$ cat src/rtl/gpio_seq_ctrl.sv
// Sequence controller for the GPIO bank: walks a one-hot active pin across a
// shadowed pin window (wrap or ping-pong), holding each pin a prescaled number of ms.
module gpio_seq_ctrl #(
  parameter int unsigned NUM_PINS    = 34,
  parameter int unsigned CLKS_PER_MS = 10000
) (
  input  logic                clk,
  input  logic                nrst,
  input  logic                en,
  input  logic                start,
  input  logic                stop,
  input  logic [13:0]         prescaler,
  input  logic [5:0]          first_pin,
  input  logic [5:0]          last_pin,
  input  logic [7:0]          repeat_cnt,
  input  logic                pingpong,
  output logic [NUM_PINS-1:0] gpio_out,
  output logic [NUM_PINS-1:0] gpio_oeb,
  output logic                busy,
  output logic                done,
  output logic                cfg_err,
  output logic [5:0]          cur_pin,
  output logic [7:0]          loop_count
);

  localparam int unsigned PIN_W = 6;
  localparam int unsigned PRE_W = 14;
  localparam int unsigned RPT_W = 8;
  localparam int unsigned DIV_W = 28;
  localparam logic [PIN_W:0] PIN_LIM = (PIN_W+1)'(NUM_PINS);

  typedef enum logic [1:0] {ST_IDLE, ST_RUN, ST_DONE} state_t;

  state_t             r_state, w_nxt_state;
  logic [PIN_W-1:0]   r_cur, w_nxt_cur;
  logic               r_dir_dn, w_nxt_dir_dn;
  logic [RPT_W-1:0]   r_loop, w_nxt_loop;
  logic [DIV_W-1:0]   r_div, w_nxt_div;
  logic               r_cfg_err, w_nxt_cfg_err;
  logic [PRE_W-1:0]   r_pre, w_nxt_pre;
  logic [PIN_W-1:0]   r_first, w_nxt_first;
  logic [PIN_W-1:0]   r_last, w_nxt_last;
  logic [RPT_W-1:0]   r_rpt, w_nxt_rpt;
  logic               r_pp, w_nxt_pp;

  logic               w_abort;
  logic               w_cfg_ok;
  logic [DIV_W-1:0]   w_step_len;
  logic               w_step_end;
  logic               w_loop_end;
  logic [RPT_W-1:0]   w_loop_inc;
  logic               w_run_done;
  logic [NUM_PINS-1:0] w_onehot;

  assign w_abort    = stop | ~en;
  assign w_cfg_ok   = (prescaler != '0) && (first_pin <= last_pin) &&
                      ({1'b0, last_pin} < PIN_LIM);
  assign w_step_len = DIV_W'(r_pre) * DIV_W'(CLKS_PER_MS);
  assign w_step_end = (r_div == (w_step_len - DIV_W'(1)));
  assign w_loop_inc = (r_loop == '1) ? r_loop : r_loop + RPT_W'(1);
  assign w_run_done = (r_rpt != '0) &&
                      (({1'b0, r_loop} + (RPT_W+1)'(1)) == {1'b0, r_rpt});

  // Loop ends at the window's final position for the current mode and direction.
  always_comb begin
    w_loop_end = 1'b0;
    if (!r_pp) begin
      w_loop_end = (r_cur == r_last);
    end else if (!r_dir_dn) begin
      w_loop_end = (r_cur == r_last) && (r_first == r_last);
    end else begin
      w_loop_end = (r_cur == r_first);
    end
  end

  always_comb begin
    w_nxt_state   = r_state;
    w_nxt_cur     = r_cur;
    w_nxt_dir_dn  = r_dir_dn;
    w_nxt_loop    = r_loop;
    w_nxt_div     = r_div;
    w_nxt_cfg_err = 1'b0;
    w_nxt_pre     = r_pre;
    w_nxt_first   = r_first;
    w_nxt_last    = r_last;
    w_nxt_rpt     = r_rpt;
    w_nxt_pp      = r_pp;
    if (w_abort) begin
      w_nxt_state = ST_IDLE;
      w_nxt_cur   = '0;
      w_nxt_div   = '0;
    end else begin
      case (r_state)
        ST_IDLE: begin
          w_nxt_cur = '0;
          if (start) begin
            if (w_cfg_ok) begin
              w_nxt_pre    = prescaler;
              w_nxt_first  = first_pin;
              w_nxt_last   = last_pin;
              w_nxt_rpt    = repeat_cnt;
              w_nxt_pp     = pingpong;
              w_nxt_cur    = first_pin;
              w_nxt_dir_dn = 1'b0;
              w_nxt_loop   = '0;
              w_nxt_div    = '0;
              w_nxt_state  = ST_RUN;
            end else begin
              w_nxt_cfg_err = 1'b1;
            end
          end
        end
        ST_RUN: begin
          if (!w_step_end) begin
            w_nxt_div = r_div + DIV_W'(1);
          end else begin
            w_nxt_div = '0;
            if (w_loop_end) begin
              w_nxt_loop = w_loop_inc;
              if (w_run_done) begin
                w_nxt_state = ST_DONE;
                w_nxt_cur   = '0;
              end else begin
                w_nxt_cur    = r_first;
                w_nxt_dir_dn = 1'b0;
              end
            end else if (r_pp && !r_dir_dn && (r_cur == r_last)) begin
              w_nxt_dir_dn = 1'b1;
              w_nxt_cur    = r_cur - PIN_W'(1);
            end else if (r_dir_dn) begin
              w_nxt_cur = r_cur - PIN_W'(1);
            end else begin
              w_nxt_cur = r_cur + PIN_W'(1);
            end
          end
        end
        ST_DONE: begin
          w_nxt_state = ST_IDLE;
        end
        default: begin
          w_nxt_state = ST_IDLE;
          w_nxt_cur   = '0;
        end
      endcase
    end
  end

  always_ff @(posedge clk or negedge nrst) begin
    if (!nrst) begin
      r_state   <= ST_IDLE;
      r_cur     <= '0;
      r_dir_dn  <= 1'b0;
      r_loop    <= '0;
      r_div     <= '0;
      r_cfg_err <= 1'b0;
      r_pre     <= '0;
      r_first   <= '0;
      r_last    <= '0;
      r_rpt     <= '0;
      r_pp      <= 1'b0;
    end else begin
      r_state   <= w_nxt_state;
      r_cur     <= w_nxt_cur;
      r_dir_dn  <= w_nxt_dir_dn;
      r_loop    <= w_nxt_loop;
      r_div     <= w_nxt_div;
      r_cfg_err <= w_nxt_cfg_err;
      r_pre     <= w_nxt_pre;
      r_first   <= w_nxt_first;
      r_last    <= w_nxt_last;
      r_rpt     <= w_nxt_rpt;
      r_pp      <= w_nxt_pp;
    end
  end

  // Pin decode; the enable gates the bank immediately, ahead of the abort edge.
  always_comb begin
    w_onehot = '0;
    for (int unsigned i = 0; i < NUM_PINS; i++) begin
      w_onehot[i] = (r_cur == PIN_W'(i));
    end
  end

  assign gpio_out   = (en && (r_state == ST_RUN)) ? w_onehot : '0;
  assign gpio_oeb   = en ? '0 : '1;
  assign busy       = (r_state != ST_IDLE);
  assign done       = (r_state == ST_DONE);
  assign cfg_err    = r_cfg_err;
  assign cur_pin    = r_cur;
  assign loop_count = r_loop;

endmodule

$ cat config.mk
export PLATFORM = sky130hd
export DESIGN_NAME = gpio_seq_ctrl
export DESIGN_NICKNAME = d
export VERILOG_FILES = /design/src/rtl/gpio_seq_ctrl.sv
export SDC_FILE = /design/constraint.sdc
export NUM_CORES = 1
export LEC_CHECK = 0
export ABC_AREA = 1
export ABC_CLOCK_PERIOD_IN_PS = 8800
export CAP_MARGIN = 20
export CORE_MARGIN = 1.5
export CORE_UTILIZATION = 35
export CTS_CLUSTER_SIZE = 24
export DETAILED_ROUTE_END_ITERATION = 7
export PLACE_DENSITY = 0.52
export SYNTH_ARGS = -nofsm -noshare
export SYNTH_HDL_FRONTEND = slang
export SYNTH_SLANG_ARGS = --single-unit
$ cat constraint.sdc
create_clock -name clk -period 8.8 [get_ports clk]
set_clock_uncertainty 0.15 [all_clocks]
set_input_delay 2.64 -clock clk [delete_from_list [all_inputs] [get_ports clk]]
set_output_delay 2.64 -clock clk [all_outputs]
set_load 0.1 [all_outputs]
* After elaboration in Yosys (flattened, before gate mapping) *
Cells that the tools add are included.

word-level totals
  register bits after elaboration = 81
  bits in latches = 0
  bits in writable memories = 0
  memory bits (read-only) = 0
  input port bits = 40
  output and inout bits = 85
  logic and storage cells = 140
  memories kept = 0

cells by class
  $add $sub $neg = 6
  multipliers = 1
  div/mod/pow operators = 0
  $lt $le $gt $ge = 2
  equal/unequal tests = 54
  shifts and indexed selects = 0
  multiplexer cells = 42
  bitwise gates (word level) = 3
  reductions and logical operators = 21

operators by type and width
  kind                      count
  $mux W28                  4
  $eq A6 B5 Y1 const B      16
  $mux W34                  2
  $pmux W28 S2              1
  $eq A6 B4 Y1 const B      8
  $mux W6                   8
  $mux W8                   5
  $add A28 B1 Y28 const B   1
  $eq A28 B28 Y1            1
  $sub A28 B1 Y28 const B   1
  $eq A6 B3 Y1 const B      4
  $mul A14 B10 Y24 const B  1
  $ne A3 B3 Y1 const B      7
  $eq A6 B6 Y1              3
  $pmux W6 S3               1
  $pmux W8 S2               1
  $reduce_and A7 Y1         2
  $reduce_bool A14 Y1       1
  $eq A6 B2 Y1 const B      2
  $eq A6 B6 Y1 const B      2
  $mux W1                   12
  $mux W2                   6
  $ne A2 B2 Y1 const B      5
  $add A8 B1 Y9 const B     1
  other kinds (26)          34

* Depth between registers and ports, before layout *
  depth after elaboration = 8
  mapped depth = 29

* Least setup slack after synthesis *
No wires, ideal clock.

  kind = input to output
  from = input port en
  to = output port gpio_out[32]
  arrival time = 6534 ps
  required time = 6010 ps
  setup slack = -524 ps
  stages = 4
  cells stage by stage = inv_1 nor2_1 inv_1 nor4_1

on the way
  longest elaborated chain between the ends = 2

ends and longest elaborated chain
  item                 RTL line  text
  start, declared      9         input logic en,
  $logic_and A1 B1 Y1  184       assign gpio_out = (en && (r_state == ST_RUN)) ? w_onehot : '0;
  $mux W34             184
  end, declared        17        output logic [NUM_PINS-1:0] gpio_out,

Every way passes these cells.

* Worst setup path after layout *
  from = input port en
  to = output port gpio_out[22]

Same word-level chain as after synthesis.

==> qor.yml <==
status:
  outcome: "complete, no violations"
setup_path:
  cp_data_arrival_time_ns: 4.80
  r2r-end: "r_div[27]"
  path_max_fanout: 36
  required_ns: 6.01
  critPathCaptureType: "output port"
  r2r_slack_ns: 2.71
  critPathLaunchType: "primary input"
  timing.rr.start: "r_pre[9]"
  crit_start: "en"
  rr_worst_depth: 22
  critPathKind: "primary input to output port"
min_path:
  min_to: "loop_count[1]"
  hold_path_startpoint: "loop_count[1]"
  min_path_type: "flop to flop"
  hold_depth: 2
synth:
  avgSynthCellArea_um2: 6.80
  netlist_top_cells_area: "dfrtp_1, nand2_1, ha_1"
  synth_adder_area_share_pct: 17.6
  synth_edf_count: 0
  ys.flop_type: "dfrtp_1"
  synth_nets: 1469
  synth-seq-cells: 81
  synthesis.instances: 1320
  synthMuxAreaShare_pct: 1.45
  async_reset_ff_share_pct: 100
  yosys_warnings: 0
  syn-cell-area_um2: 8980
  synth-xor-area-share_pct: 4.20
  synth-compound-area-share_pct: 6.27
  synth_top_family_by_area: "simple AND/OR/NAND/NOR gates"
  netlist.area_leader.share_pct: 22.6
  synthTopCellsByCount: "nand2_1, inv_1, nor2_1"
  yosys.area_share.simple_pct: 34.7
  synth_cell_types: 49
  ys_seq_area_share_pct: 22.6
  yosysMostFrequentCell: "nand2_1"
  synth_top_cell_by_area: "dfrtp_1"
floorplanning:
  rows: 58
  die_area_um2: 26600
  pin_count: 125
  initial_core_util_pct: 35.7
  die_h_um: 163
  die_x_um: 163
  coreArea_um2: 25200
layout:
  fin_nets: 1555
  num-fill-cells: 2686
  areaGrowthSynthToFinish_pct: 16.7
  n_antenna_cell: 0
  drive_gt1_share_pct: 10.8
clocking:
  ctsLongestPathBuffers: 2
  cts_hold_buf: 0
  cts_tree: "yes"
  cts_resized: 0
  cts_buffers: 9
  cts_setup_buffers: 0
  clk_latency_ns: 0.36
  clockRootBuffer: "clkbuf_16"
  cts_sinks: 81
  clk_pin_slew_ns: 0.07
  htree_levels: 3
route:
  wl_met3_um: 777
  drt_first_pass_iters: 5
  m1WireLength_um: 12500
  routedWlPerCell_um: 13.7
  drt_wl_total_um: 23800
  wl_met2_um: 10300
  drt_iter0_drc: 412
  vias: 8267
  drc: 0
  antenna_left: 0
  routed.top_layer: "met4"
  vias_per_cell: 4.75
sta:
  maxSlewViolCount: 0
  hold-worst-slack_ns: 0.384
  timing.final.crit_share_pct: 86.2
  worst-slew-pin-transition_ns: 1.02
  min_period_ns: 7.59
  hold_violations: 0
  fmax_mhz: 132
  rsz0062_at_grt: "no"
  setup_viol_count_final: 0
  relSlewSlack_pct: 32.1
flow_run:
  maxCapViolations: 0
global_route:
  track_usage_pct: 18.3
  grt_overflow_total: 0
  grt_pass1_vias: 7597
  grt_max_degree: 66
  grt_antenna_before_repair: 0
  grt_pass1_wl_um: 38900
placement:
  dpl.hpwl_um: 19400
  port-buffer-count: 124
  gp_congestion: 0.854
==> cell families (layout without fill, tap and decap cells) <==
kind of cell	count (synthesis)	after routing
flip-flops	81	81
AND/OR/NAND/NOR	698	698
buffers and inverters	276	367
AO/OA/AOI/OAI	100	100
adder cells (fa/ha/maj)	109	109
XOR/XNOR	43	43
multiplexers	13	13
==> layer usage <==
metal  track usage (%)  up-vias
met1              28.1     3791
met2              27.6      156
li1                  -     4308
met4              3.54        0
met5                 0        -
met3              1.70       12
==> critical path, stage by stage <==
cell,delay [ns]
clkdlybuf4s50_1,0.45
inv_1,0.39
nor2_1,0.32
nand3_1,0.43
nor2_1,0.23
buf_4,0.32
==> per-stage QoR <==
step	cell area [um^2]	instances	setup TNS, ns	setup slack (ns)	utilization [%]
finish	10500	1741	0	1.21	41.6
global route	10500	1741	0	0.971	41.6
CTS	10500	1741	0	1.18	41.6
detailed placement	10100	1725	0	1.17	40.3
global placement	10100	1725	0	1.24	40.3
floorplan	8980	1320	-1.05	-0.524	-
==> how the worst max path moves through the flow <==
| stage | end | slack [ns] | cells after the start |
|---|---|---|---|
| floorplan | gpio_out[32] | -0.52 | 4 |
| global placement | gpio_out[22] | 1.24 | 6 |
| detailed placement | gpio_out[29] | 1.17 | 6 |
| CTS | gpio_out[29] | 1.18 | 6 |
| global route | gpio_out[25] | 0.97 | 6 |
| finish | gpio_out[22] | 1.21 | 6 |
==> cell usage in the layout, fill, tap and decap left out, drive strengths merged <==
master / synthesis / routed
nand2: 352 / 352
inv: 221 / 225
nor2: 179 / 179
nand3: 87 / 87
dfrtp: 81 / 81
ha: 80 / 80
buf: 39 / 72
clkdlybuf4s50: 0 / 55
a21oi: 51 / 51
xor2: 36 / 36
nand4: 36 / 36
fa: 29 / 29
o21ai: 29 / 29
nor3: 18 / 18
mux2i: 13 / 13
nand3b: 10 / 10
clkbuf: 13 / 9
nor4: 9 / 9
xnor2: 7 / 7
o21bai: 4 / 4
o22ai: 3 / 3
or2: 3 / 3
clkinv: 3 / 3
a31oi: 2 / 2
and3: 2 / 2
o2111ai: 2 / 2
a221oi: 2 / 2
bufinv: 0 / 2
a41oi: 1 / 1
a21o: 1 / 1
and2: 1 / 1
o221ai: 1 / 1
a211oi: 1 / 1
o31ai: 1 / 1
o211ai: 1 / 1
o21a: 1 / 1
or4: 1 / 1
clkinvlp: 0 / 1
==> final cells by class <==
cell class	instances	area [um^2]	share of cell area, %
Inverter	224	841	8.03
Clock inverter	7	108	1.03
Multi-Input combinational cell	963	5770	55.1
Timing Repair Buffer	127	1090	10.4
Sequential cell	81	2030	19.4
Clock buffer	9	225	2.15
Tap cell	330	413	3.94
==> registers in the layout, summed over array words and instances, names as in the netlist <==
name	count
r_div	28
r_pre	14
loop_count	8
r_rpt	8
cur_pin	6
r_first	6
r_last	6
r_state	2
cfg_err	1
r_dir_dn	1
r_pp	1
Power is not shown: default switching activity piles up to over one toggle a cycle in this logic, so the estimate is an artifact.
==> patch 1, RTL diff (config.mk and constraints unchanged) <==
Re-encode `state_t` (3 states) as one-hot, 3 bits wide.
--- a/src/rtl/gpio_seq_ctrl.sv
+++ b/src/rtl/gpio_seq_ctrl.sv
@@ -31,3 +31,3 @@
 
-  typedef enum logic [1:0] {ST_IDLE, ST_RUN, ST_DONE} state_t;
+  typedef enum logic [2:0] {ST_IDLE = 3'b001, ST_RUN = 3'b010, ST_DONE = 3'b100} state_t;
 
Behaviour: same outputs for any inputs over 4 cycles, from zero or initial values and one cycle with nrst low; so few cycles prove little.
==> patch 1 against the unedited design <==
Worst hold slack got worse by 0.025 ns. Highest routed layer unchanged. Synthesized area rose by 2.1%. Sequential cell count rose by 1. Count of clock-buffer cells in the layout did not move. Global-route usage rose by 0.52 points. Routed wire length rose by 4.6%. Setup slack improved by 0.48 ns. Design area rose by 1.6%.
Power is not shown: default switching activity piles up to over one toggle a cycle in this logic, so the estimate is an artifact.
==> patch 1: results (changes against the unedited design) <==
metric	value	unit	change
drive_above_1_share	13.21	%	was 10.77%
num-multi-input-gates	994		was 963
grt_pass1_wl	40480	um	was 38910 um
synth.yosys.seq_area_share	22.41	%	was 22.58%
multi_input_area_share	56.03	%	was 55.08%
buf_share	10.47	%	was 10.42%
timing.hold.ws	0.3588	ns	was 0.3837 ns
postSynthCellCount	1340		was 1320
ys_top_cells_by_count	nand2_1, inv_1, nor2_1, nand3_1, dfrtp_1		unchanged
grt_pass1_vias	7980		was 7597
relSlewSlack	29.32	%	was 32.11%
wl_met2	10800	um	was 10260 um
layout.nets	1575		was 1555
clock_latency	0.36	ns	about the same
met3_length	712	um	was 777 um
path_max_fanout	8		was 36
fill_cells	2753		was 2686
first_pass_iters	5		unchanged
synth_area_leaders	dfrtp_1, nand2_1, ha_1		unchanged
critPathArrivalTime	4.32	ns	was 4.80 ns
min_path_type	register to register		unchanged
detail_route.wl_per_cell	14.08	um	was 13.65 um
grt_max_degree	55		was 66
whs_path_depth	2		unchanged
cp-endpoint	gpio_out[30]		was gpio_out[22]
ys_types	47		was 49
reg2reg_slack	2.99	ns	was 2.71 ns
worst_r2r_path_depth	26		was 22
hpwl	20080	um	was 19420 um
min_from	r_state[0]$_DFFE_PN1P_		was loop_count[1]$_DFFE_PN0P_
postCtsSetupRepairBufs	0		unchanged
cts_buffer_depth	2		unchanged
groute.usage.overall	18.82	%	was 18.30%
met1_length	13010	um	was 12540 um
drt_iter0_drc	414		was 412
top_regs	r_div (28), r_pre (14)		unchanged
cts_buffers	9		unchanged
buffers_excl_clock	130		was 127
clock_area_share	2.882	%	was 3.178%
place_inst	1750		was 1725
vias	8388		was 8267
status	complete, no violations		unchanged
r2r_end	r_div[7]$_DFFE_PN0P_		was r_div[27]$_DFFE_PN0P_
holdPathEnd	r_state[0]$_DFFE_PN1P_		was loop_count[1]$_DFFE_PN0P_
gp_congestion	0.8803		was 0.8536
drt_wl_total	24870	um	was 23770 um
r2r_start	r_pre[5]$_DFFE_PN0P_		was r_pre[9]$_DFFE_PN0P_
seq_share	19.30	%	was 19.35%
n_clock_buffer	9		unchanged
cts_sinks	82		was 81
inverters	209		was 224
synth_fp_nets	1489		was 1469
-- patch 1: cell types whose count changed after synthesis, sizes merged, moves of 14 or more --
cell and delta:
o21ai +21, a21oi -15, nand3 +17, nand2 +24, nor2 -40, nor3 +44
inv -14, nand4 -17
-- patch 1: per-stage QoR --
step / setup TNS, ns / area [um^2] / worst slack (ns)
CTS: 0 / 10640 / 1.707
floorplan: -0.1274 / 9169 / -0.01593
global route: 0 / 10640 / 1.528
detailed placement: 0 / 10330 / 1.708
global placement: 0 / 10330 / 1.732
finish: 0 / 10640 / 1.694
-- patch 1: per-layer routing --
metal  GRT usage [%]  up-vias
met4           4.300        0
li1                -     4427
met2           28.76      134
met3           2.562       21
met1           27.85     3806
met5               0        -
-- patch 1: kinds of logic after synthesis --
kind of cell	synth area share, %
simple gates	35.23
mux	1.597
xor+xnor	4.110
buf+inv	12.67
compound gates	6.731
fa+ha+maj	17.26
flops	22.41
==> patch 2, RTL diff (same flow settings) <==
Made on the original files. Set the parameter `NUM_PINS` to 68 (it was 34).
--- a/src/rtl/gpio_seq_ctrl.sv
+++ b/src/rtl/gpio_seq_ctrl.sv
@@ -3,3 +3,3 @@
 module gpio_seq_ctrl #(
-  parameter int unsigned NUM_PINS    = 34,
+  parameter int unsigned NUM_PINS    = 68,
   parameter int unsigned CLKS_PER_MS = 10000
Interface: changed (resized gpio_oeb and gpio_out); port bits go from 125 to 193. The function was not compared with the original's and may differ.
==> patch 2 against the unedited design <==
Synthesized area up 5.3%. Sequential cell count unchanged. Setup slack better by 0.11 ns. Design area up 7.8%. Non-clock buffer count up 69. Routed wire length up 10%. Critical path depth unchanged.
Power is left out: the tool's default activity adds up to more than one toggle a clock period on the data nets, which glitch-free logic cannot reach.
==> patch 2: results (changes against the unedited design) <==
metric	value	unit	change
status	complete, no violations		unchanged
buffers_excl_clock	196		was 127
critPathArrivalTime	4.69	ns	was 4.80 ns
grt_pass1_vias	8342		was 7597
synth_fp_nets	1548		was 1469
cpLargestDelayFamily	simple AND/OR/NAND/NOR gates		was buffers and inverters
drive_above_1_share	13.86	%	was 10.77%
crit_path_top_delay_cell	nor2_1		was clkdlybuf4s50_1
timing.hold.ws	0.3619	ns	was 0.3837 ns
min_from	r_dir_dn$_DFFE_PN0P_		was loop_count[1]$_DFFE_PN0P_
viasPerCell	4.789		was 4.748
slowest_delay	0.54	ns	was 0.45 ns
num-multi-input-gates	1032		was 963
r2r_end	cur_pin[5]$_DFFE_PN0P_		was r_div[27]$_DFFE_PN0P_
met3_usage	2.623	%	was 1.701%
path_max_fanout	16		was 36
hpwl	21670	um	was 19420 um
worst_r2r_path_depth	24		was 22
met2_usage	30.62	%	was 27.62%
gp_congestion	0.8369		was 0.8536
ys_top_cells_by_count	nand2_1, inv_1, nor2_1, nand3_1, dfrtp_1		unchanged
clock_area_share	2.959	%	was 3.178%
multiInputGateArea	6063	um^2	was 5769 um^2
drt_iter0_drc	472		was 412
wl_met2	11870	um	was 10260 um
groute.usage.overall	19.01	%	was 18.30%
r2r_start	r_pre[7]$_DFFE_PN0P_		was r_pre[9]$_DFFE_PN0P_
fill_cells	2811		was 2686
relSlewSlack	32.16	%	was 32.11%
io_buffers	192		was 124
-- patch 2: kinds of logic after synthesis --
group                    count (synthesis)  share of synthesized area (%)
AO/OA/AOI/OAI                          110                          6.392
AND/OR/NAND/NOR                        740                          33.85
XOR/XNOR                                58                          5.373
multiplexers                            15                          1.787
flip-flops                              81                          21.44
buffers and inverters                  286                          14.43
adder cells (fa/ha/maj)                109                          16.73
-- patch 2: worst min-delay path, stage by stage, from the launching register on --
cell,delay (ns)
dfrtp_1,0.38
nand2_1,0.06
nand2_1,0.04
-- patch 2: stage by stage --
stage / std cells / setup slack, ns / setup TNS [ns] / area, um^2 / utilization, %
after global routing: 1850 / 1.094 / 0 / 11290 / 42.96
final: 1850 / 1.322 / 0 / 11290 / 42.96
after floorplan: 1399 / -0.04420 / -0.1768 / 9454 / -
after detailed placement: 1834 / 1.309 / 0 / 10960 / 41.69
after global placement: 1834 / 1.295 / 0 / 10960 / 41.69
after CTS: 1850 / 1.287 / 0 / 11290 / 42.96
